File: config.mk
export PLATFORM = sky130hd
export DESIGN_NAME = fetch_pc_unit
export DESIGN_NICKNAME = d
export VERILOG_FILES = /design/src/rtl/cpu_pkg.sv /design/src/rtl/fetch_pc_unit_sat_counter.sv /design/src/rtl/fetch_pc_unit.sv
export SDC_FILE = /design/constraint.sdc
export NUM_CORES = 1
export LEC_CHECK = 0
export BUFFER_PORTS_ARGS = -buffer_cell sky130_fd_sc_hd__clkbuf_2
export CAP_MARGIN = 20
export CORE_ASPECT_RATIO = 0.8
export CORE_MARGIN = 1
export CORE_UTILIZATION = 30
export DETAILED_ROUTE_END_ITERATION = 8
export PLACE_DENSITY = 0.66
export SYNTH_ARGS = -nofsm -noshare
export SYNTH_HDL_FRONTEND = slang
export SYNTH_SLANG_ARGS = --single-unit
File: constraint.sdc
create_clock -name Clk -period 3.15 [get_ports Clk]
set_input_delay 0.1575 -clock Clk [delete_from_list [all_inputs] [get_ports Clk]]
set_output_delay 0.1575 -clock Clk [all_outputs]
set_load 0.02 [all_outputs]
File: src/rtl/cpu_pkg.sv
// Shared CPU definitions: datapath width, next-PC select codes,
// instruction field positions and opcode values shared with Control.
package cpu_pkg;

  localparam int DW = 16;

  typedef enum logic [1:0] {
    PCSRC_ALU    = 2'd0,
    PCSRC_ALUOUT = 2'd1,
    PCSRC_JREG   = 2'd2,
    PCSRC_BAD    = 2'd3
  } pc_src_e;

  // Instruction field bit positions
  localparam int OP_MSB  = 15;
  localparam int OP_LSB  = 12;
  localparam int RD_MSB  = 11;
  localparam int RD_LSB  = 8;
  localparam int RS_MSB  = 7;
  localparam int RS_LSB  = 4;
  localparam int IMM_MSB = 7;

  // Opcodes decoded by Control
  localparam logic [3:0] OP_BRANCH = 4'd9;
  localparam logic [3:0] OP_JUMP   = 4'd12;
  localparam logic [3:0] OP_JALR   = 4'd13;

endpackage

File: src/rtl/fetch_pc_unit_sat_counter.sv
// Saturating up-counter with synchronous clear; clear wins over increment.
module sat_counter #(
  parameter int W = 16
) (
  input  logic         Clk,
  input  logic         RST,
  input  logic         Inc,
  input  logic         Clr,
  output logic [W-1:0] Count
);

  // Count up until all-ones, then hold; clear has priority
  always_ff @(posedge Clk or negedge RST) begin
    if (!RST)                 Count <= '0;
    else if (Clr)             Count <= '0;
    else if (Inc && ~&Count)  Count <= Count + W'(1);
  end

endmodule

File: src/rtl/fetch_pc_unit.sv
// Program counter and instruction register for the multicycle CPU.
// Selects the next PC, evaluates branch conditions, decodes IR fields
// and keeps fetch/branch performance counters.
module fetch_pc_unit #(
  parameter int            DW       = cpu_pkg::DW,
  parameter logic [DW-1:0] PC_RESET = '0,
  parameter int            CW       = 16
) (
  input  logic          Clk,
  input  logic          RST,
  input  logic          PCWrite,
  input  logic          PCWriteCond,
  input  logic [1:0]    PCSource,
  input  logic          IRWrite,
  input  logic [DW-1:0] MemData,
  input  logic [DW-1:0] ALUResult,
  input  logic [DW-1:0] ALUOut,
  input  logic [DW-1:0] JumpReg,
  input  logic          Zero,
  input  logic          CntClear,
  output logic [DW-1:0] PC,
  output logic [DW-1:0] IR,
  output logic [3:0]    Opcode,
  output logic [3:0]    Rd,
  output logic [3:0]    Rs,
  output logic [DW-1:0] Imm,
  output logic          BranchTaken,
  output logic [CW-1:0] InstrCount,
  output logic [CW-1:0] BranchCount,
  output logic [CW-1:0] TakenCount,
  output logic          BadSource
);
  import cpu_pkg::*;

  logic          condMet;
  logic          load;
  logic          srcBad;
  logic [DW-1:0] nextPc;

  assign condMet = PCWriteCond & Zero;
  assign load    = PCWrite | condMet;
  assign srcBad  = (PCSource == PCSRC_BAD);

  // Next-PC select; the illegal code never reaches the PC register
  always_comb begin
    nextPc = ALUResult;
    case (PCSource)
      PCSRC_ALU:    nextPc = ALUResult;
      PCSRC_ALUOUT: nextPc = ALUOut;
      PCSRC_JREG:   nextPc = JumpReg;
      default:      nextPc = PC;
    endcase
  end

  // PC update, illegal-source flag and branch-taken pulse
  always_ff @(posedge Clk or negedge RST) begin
    if (!RST) begin
      PC          <= PC_RESET;
      BadSource   <= 1'b0;
      BranchTaken <= 1'b0;
    end else begin
      if (load && !srcBad) PC <= nextPc;
      if (load && srcBad)  BadSource <= 1'b1;
      BranchTaken <= condMet;
    end
  end

  // Instruction register; holds between fetches so decode fields stay stable
  always_ff @(posedge Clk or negedge RST) begin
    if (!RST)         IR <= '0;
    else if (IRWrite) IR <= MemData;
  end

  assign Opcode = IR[OP_MSB:OP_LSB];
  assign Rd     = IR[RD_MSB:RD_LSB];
  assign Rs     = IR[RS_MSB:RS_LSB];
  assign Imm    = {{(DW-8){IR[IMM_MSB]}}, IR[IMM_MSB:0]};

  sat_counter #(.W(CW)) uInstrCnt (
    .Clk(Clk), .RST(RST), .Inc(IRWrite), .Clr(CntClear), .Count(InstrCount)
  );

  sat_counter #(.W(CW)) uBranchCnt (
    .Clk(Clk), .RST(RST), .Inc(PCWriteCond), .Clr(CntClear), .Count(BranchCount)
  );

  sat_counter #(.W(CW)) uTakenCnt (
    .Clk(Clk), .RST(RST), .Inc(condMet), .Clr(CntClear), .Count(TakenCount)
  );

endmodule
# Yosys cells after proc, flatten, opt, wreduce, memory -nomap -nowiden
# Index checks and enable logic that the tools add are counted.
[word_totals]
out_inout_bits = 110
mem_bits_rw = 0
reg_bits = 82
rom_bits = 0
mem_count = 0
wordCells = 40
input_bits = 73
latch_bits = 0
[classes]
mul = 0
n_reduce_logical = 18
magnitude_cmp = 0
n_eq_ne = 3
muxes = 7
addsub = 3
bitwise_logic = 2
shifts = 0
div = 0
[ops]
columns = ["op", "count"]
rows = [
  ["two-way mux 16 bit", 6],
  ["adder 16 x 1 -> 16 bit (second input constant)", 3],
  ["case mux 16 bit (3 select lines)", 1],
  ["AND reduction 16 bit", 3],
  ["nonzero test 2 bit", 3],
  ["logical AND 1 bit", 5],
  ["equality test 2 bit (second input constant)", 2],
  ["zero test 1 bit", 4],
  ["nonzero test 3 bit", 1],
  ["equality test 2 x 1 -> 1 bit (second input constant)", 1],
  ["zero test 2 bit", 1],
  ["AND reduction 2 bit", 1],
  ["bitwise AND 1 bit", 1],
  ["bitwise OR 1 bit", 1],
]

# Depth between registers and ports, before layout
[depth]
ltp_word = 5
ltp_mapped = 8
mapped_depth_nobuf = 6

# By module
# A second synthesis with hierarchy kept.
[unflattened]
cells_unflattened = 453
area_unflattened_um2 = 4739.5
[by_module_without_submodules]
columns = ["module", "area_each_um2", "seq_area_each_um2", "instances", "cells_each"]
rows = [
  ["sat_counter", 919.6, 400.4, 3, 95],
  ["fetch_pc_unit", 1980.6, 850.8, 1, 168],
]

# Least setup slack after synthesis
# No wires, ideal clock.
[synth_timing]
path_kind = "register -> register"
from = "register uInstrCnt.Count[5]"
to = "register uInstrCnt.Count[15]"
path_slack_ns = 1.075
path_stages_with_launch = 6
synth_period_minus_slack_ns = 2.075
arrival_time_ns = 1.949
setup_time_ns = 0.126
required_ns = 3.024
n_path_buf = 1
path_cell_list = "dfrtp_1 > nand3_2 > or4_1 > buf_2 > or3_1 > o311a_1"
[synth_via]
elab_chain_len = 4
elab_cells_between_ends = 7
classes_between = "1 x add/sub; 2 x mux; 4 x reduce/logical"
[synth_rtl]
columns = ["item", "line", "source"]
rows = [
  ["start: declaration", "fetch_pc_unit_sat_counter.sv:9", "output logic [W-1:0] Count"],
  ["start signal: assignment", "fetch_pc_unit_sat_counter.sv:16", "else if (Inc && ~&Count) Count <= Count + W'(1);"],
  ["parallel branches: the longest is 4 deep, another holds adder 16 x 1 -> 16 bit", "-", ""],
]
# Parallel ways; which one is timed is not known. The select of a mux whose other input is x is not followed.
# A chain may end at the register's enable or synchronous reset.

# Worst setup path after layout
[layout_timing]
from = "register uBranchCnt.Count[0]"
to = "register uBranchCnt.Count[15]"
[layout_via]
elab_chain_len = 4
elab_cells_between_ends = 7
classes_between = "1 x add/sub; 2 x mux; 4 x reduce/logical"
[layout_rtl]
columns = ["item", "line"]
rows = [
  ["start: declaration", "fetch_pc_unit_sat_counter.sv:9"],
  ["start signal: assignment", "fetch_pc_unit_sat_counter.sv:16"],
  ["parallel branches: the longest is 4 deep, another holds adder 16 x 1 -> 16 bit", "-"],
]
# Parallel ways; which one is timed is not known. The select of a mux whose other input is x is not followed.

==> impl_metrics.yaml <==
synth:
  ys_seq_area_frac: 0.470
  synthCells: 462
  syn_area_per_cell_um2: 9.45
  synth_area_um2: 4360
  synth_seq_cells: 82
  ys_types: 46
  synth_nets: 541
  ys_warn_count: 0
drt:
  drtIter0Drc: 174
  drt_first_pass_iters: 4
  routed-via-count: 3933
  vias_per_cell: 4.92
  avgRoutedWirePerCell_um: 13.6
  antenna_left: 0
  wirelength_um: 10900
  remaining_drc_errors: 0
sta:
  slew_headroom: 0.289
  worst_clock_skew_ns: 0.00725
  period_needed_ns: 2.22
  fin_crit_sh: 0.704
  rsz0062_at_grt: "no"
  setup-violations-final: 0
  setup_ws_ns: 0.931
  fmax_ghz: 0.451
  finalSetupTns_ns: 0
  hold_viol_final: 0
  worst_pin_slew_ns: 1.05
  drv_slew: 0
final_layout:
  fin_nets: 690
  fillCellCount: 1455
  num_antenna_cells: 0
  drive_above_1_share: 0.369
  final_util: 0.391
  area_growth_pct: 27.6
critical_path:
  cp.arrival_ns: 2.45
  cp_cell_sequence: "ha_1 > nand4_1 > nor4_1 > nor4_1 > mux2_2"
  cp_max_fo: 7
  cpMaxStageDelayCell: "nor4_1"
  critPathKind: "reg -> reg"
  cp_common_cell: "nor4_1"
  crit_buf_inv: 0
  slowest_delay_ns: 0.79
  critPathTopFamily: "simple AND/OR/NAND/NOR gates"
  critPathLaunchType: "register"
  crit_path_end_kind: "register"
  cp.required_ns: 3.38
clocking:
  tritoncts.num_buffers: 9
  cts_tree: "done"
  cts_sinks: 82
  insertion_delay_ns: 0.34
  root_buffer: "clkbuf_16"
  cts_max_path_buffers: 2
  clk_pin_slew_worst_paths_ns: 0.06
  htree_levels: 3
power_and_ir_drop:
  switching_power_mw: 0.735
  cellPowerDensity_nw_per_um2: 473
  clkPwrFrac: 0.395
  power_frac_comb: 0.165
  leakagePower_nw: 2.54
  ir_worst_vdd_mv: 0.292
  switching_share: 0.279
  p_seq_frac: 0.440
  internal_power_mw: 1.90
global_routing:
  grt_use_total: 0.151
  grt_pass1_wl_um: 17400
  antenna_found_initial: 0
  grt_overflow: 0
  grt_pass1_vias: 3529
  grt_max_degree: 41
die:
  core_um2: 14200
  die_h_um: 110
  die_area_um2: 15000
  num_rows: 39
  die_w_um: 137
  initial_core_util: 0.306
  ios: 183
placement:
  place_congestion: 0.772
  place_hpwl_um: 8030
  dp_slack_ns: 0.879
  port_buffers: 182
min_path:
  hold_path_class: "in -> reg"
status:
  outcome: "complete, no violations"
job:
  maxCapViolations: 0
==> placed cells by master, fill, tap and decap left out, types with 12 or more instances in the layout <==
| cell | instances |
|---|---|
| or3_1 | 21 |
| o31ai_1 | 13 |
| or4_1 | 12 |
| a21oi_1 | 47 |
| nor2_1 | 28 |
| a22oi_1 | 16 |
| clkbuf_2 | 181 |
| nand4_1 | 16 |
| mux2_2 | 19 |
| nand2_1 | 37 |
| o21ai_0 | 35 |
| dfrtp_1 | 82 |
==> power by group through the flow <==
stage	Clock, mW	Combinational, mW	Sequential, mW
final	1.04	0.434	1.16
after global routing	1.13	0.480	1.17
after CTS	1.09	0.441	1.16
after detailed placement	0	0.441	1.18
after global placement	0	0.438	1.18
after floorplan	0	0.221	1.25
==> timing repair <==
item                                   CTS  global route
endpoints found under the hold margin   38             0
hold buffers                             1             0
setup buffers                            0             0
resized for setup                        0             0
==> state kept, by name (all words and copies together), names as in the netlist <==
signal            cells
PC                   16
uInstrCnt.Count      16
IR                   16
uBranchCnt.Count     16
BadSource             1
BranchTaken           1
uTakenCnt.Count      16
==> per-stage QoR <==
stage / power, mW / hold slack [ns] / std cells / instance area, um^2
CTS: 2.69 / 0.0247 / 799 / 5570
finish: 2.63 / 0.0462 / 799 / 5570
global route: 2.78 / 0.0313 / 799 / 5570
floorplan: 1.47 / -0.138 / 462 / 4360
detailed placement: 1.62 / 0.187 / 783 / 5260
global placement: 1.61 / 0.189 / 783 / 5260
==> cell families after synthesis <==
logic type	synth area share
AO/OA/AOI/OAI	0.181
adder cells (fa/ha/maj)	0.0172
multiplexers	0.0536
buffers and inverters	0.0788
AND/OR/NAND/NOR	0.191
XOR/XNOR	0.00803
flip-flops	0.470
==> cells in the mapped netlist, drive strengths merged <==
cell | instances | area share
or2 | 1 | 0.0014
nor4b | 1 | 0.0020
mux2 | 19 | 0.049
and3 | 4 | 0.0057
a41oi | 1 | 0.0020
o21a | 1 | 0.0017
nand2b | 2 | 0.0029
o311a | 1 | 0.0023
mux2i | 2 | 0.0046
o2111ai | 1 | 0.0020
a2111o | 1 | 0.0026
nor3 | 6 | 0.0069
a31oi | 2 | 0.0029
a21bo | 1 | 0.0023
nand4 | 16 | 0.023
clkinv | 1 | 0.00086
o41ai | 3 | 0.0060
a2111oi | 2 | 0.0040
a31o | 1 | 0.0020
nor4bb | 1 | 0.0023
o311ai | 2 | 0.0040
nor2 | 28 | 0.024
nand3 | 11 | 0.014
or4 | 12 | 0.021
nand3b | 1 | 0.0017
dfrtp | 82 | 0.47
o21bai | 1 | 0.0017
nand2 | 37 | 0.032
o31a | 2 | 0.0040
nor2b | 3 | 0.0043
inv | 11 | 0.0095
xor2 | 2 | 0.0040
buf | 31 | 0.051
a22oi | 16 | 0.028
o21ai | 35 | 0.040
and4 | 5 | 0.010
nor4 | 7 | 0.010
ha | 6 | 0.017
or3 | 21 | 0.030
o31ai | 13 | 0.022
xnor2 | 2 | 0.0040
a21oi | 47 | 0.054
clkbuf | 20 | 0.017
==> metal layers <==
layer / vias up / wire length [um] / GRT usage
met5: - / 0 / 0
met1: 1764 / 4970 / 0.184
met4: 0 / 131 / 0.0455
met2: 167 / 4760 / 0.240
li1: 1995 / - / -
met3: 7 / 1010 / 0.0659
==> worst reg2reg max path: stages (launching register included) <==
cell     delay, ns
dfrtp_1       0.42
ha_1          0.24
nand4_1       0.24
nor4_1        0.79
nor4_1        0.12
mux2_2        0.30
==> layout make-up <==
cell class,instances,area (um^2),share of cell area
timing repair buffer,189,968,0.174
clock inverter,5,55.1,0.00989
sequential,82,2050,0.369
inverter,12,45.0,0.00809
clock buffer,10,239,0.0429
multi-input combinational,317,1980,0.355
tap,184,230,0.0413
==> worst paths after layout <==
| path | cells past startpoint | endpoint | slack [ns] | from |
|---|---|---|---|---|
| max in group asynchronous | 3 | IR[8]$_DFFE_PN0P_ | 2.08 | RST |
| min in group asynchronous | 2 | uBranchCnt.Count[9]$_DFFE_PN0P_ | 0.35 | RST |
| hold / removal | 2 | IR[7]$_DFFE_PN0P_ | 0.05 | MemData[7] |
| setup / recovery | 5 | uBranchCnt.Count[15]$_DFFE_PN0P_ | 0.93 | uBranchCnt.Count[0]$_DFFE_PN0P_ |
| setup reg to reg | 5 | uBranchCnt.Count[15]$_DFFE_PN0P_ | 0.93 | uBranchCnt.Count[0]$_DFFE_PN0P_ |
| hold reg to reg | 2 | PC[8]$_DFFE_PN0P_ | 0.48 | PC[8]$_DFFE_PN0P_ |
Note: power is estimated with default switching activity, not from simulation.
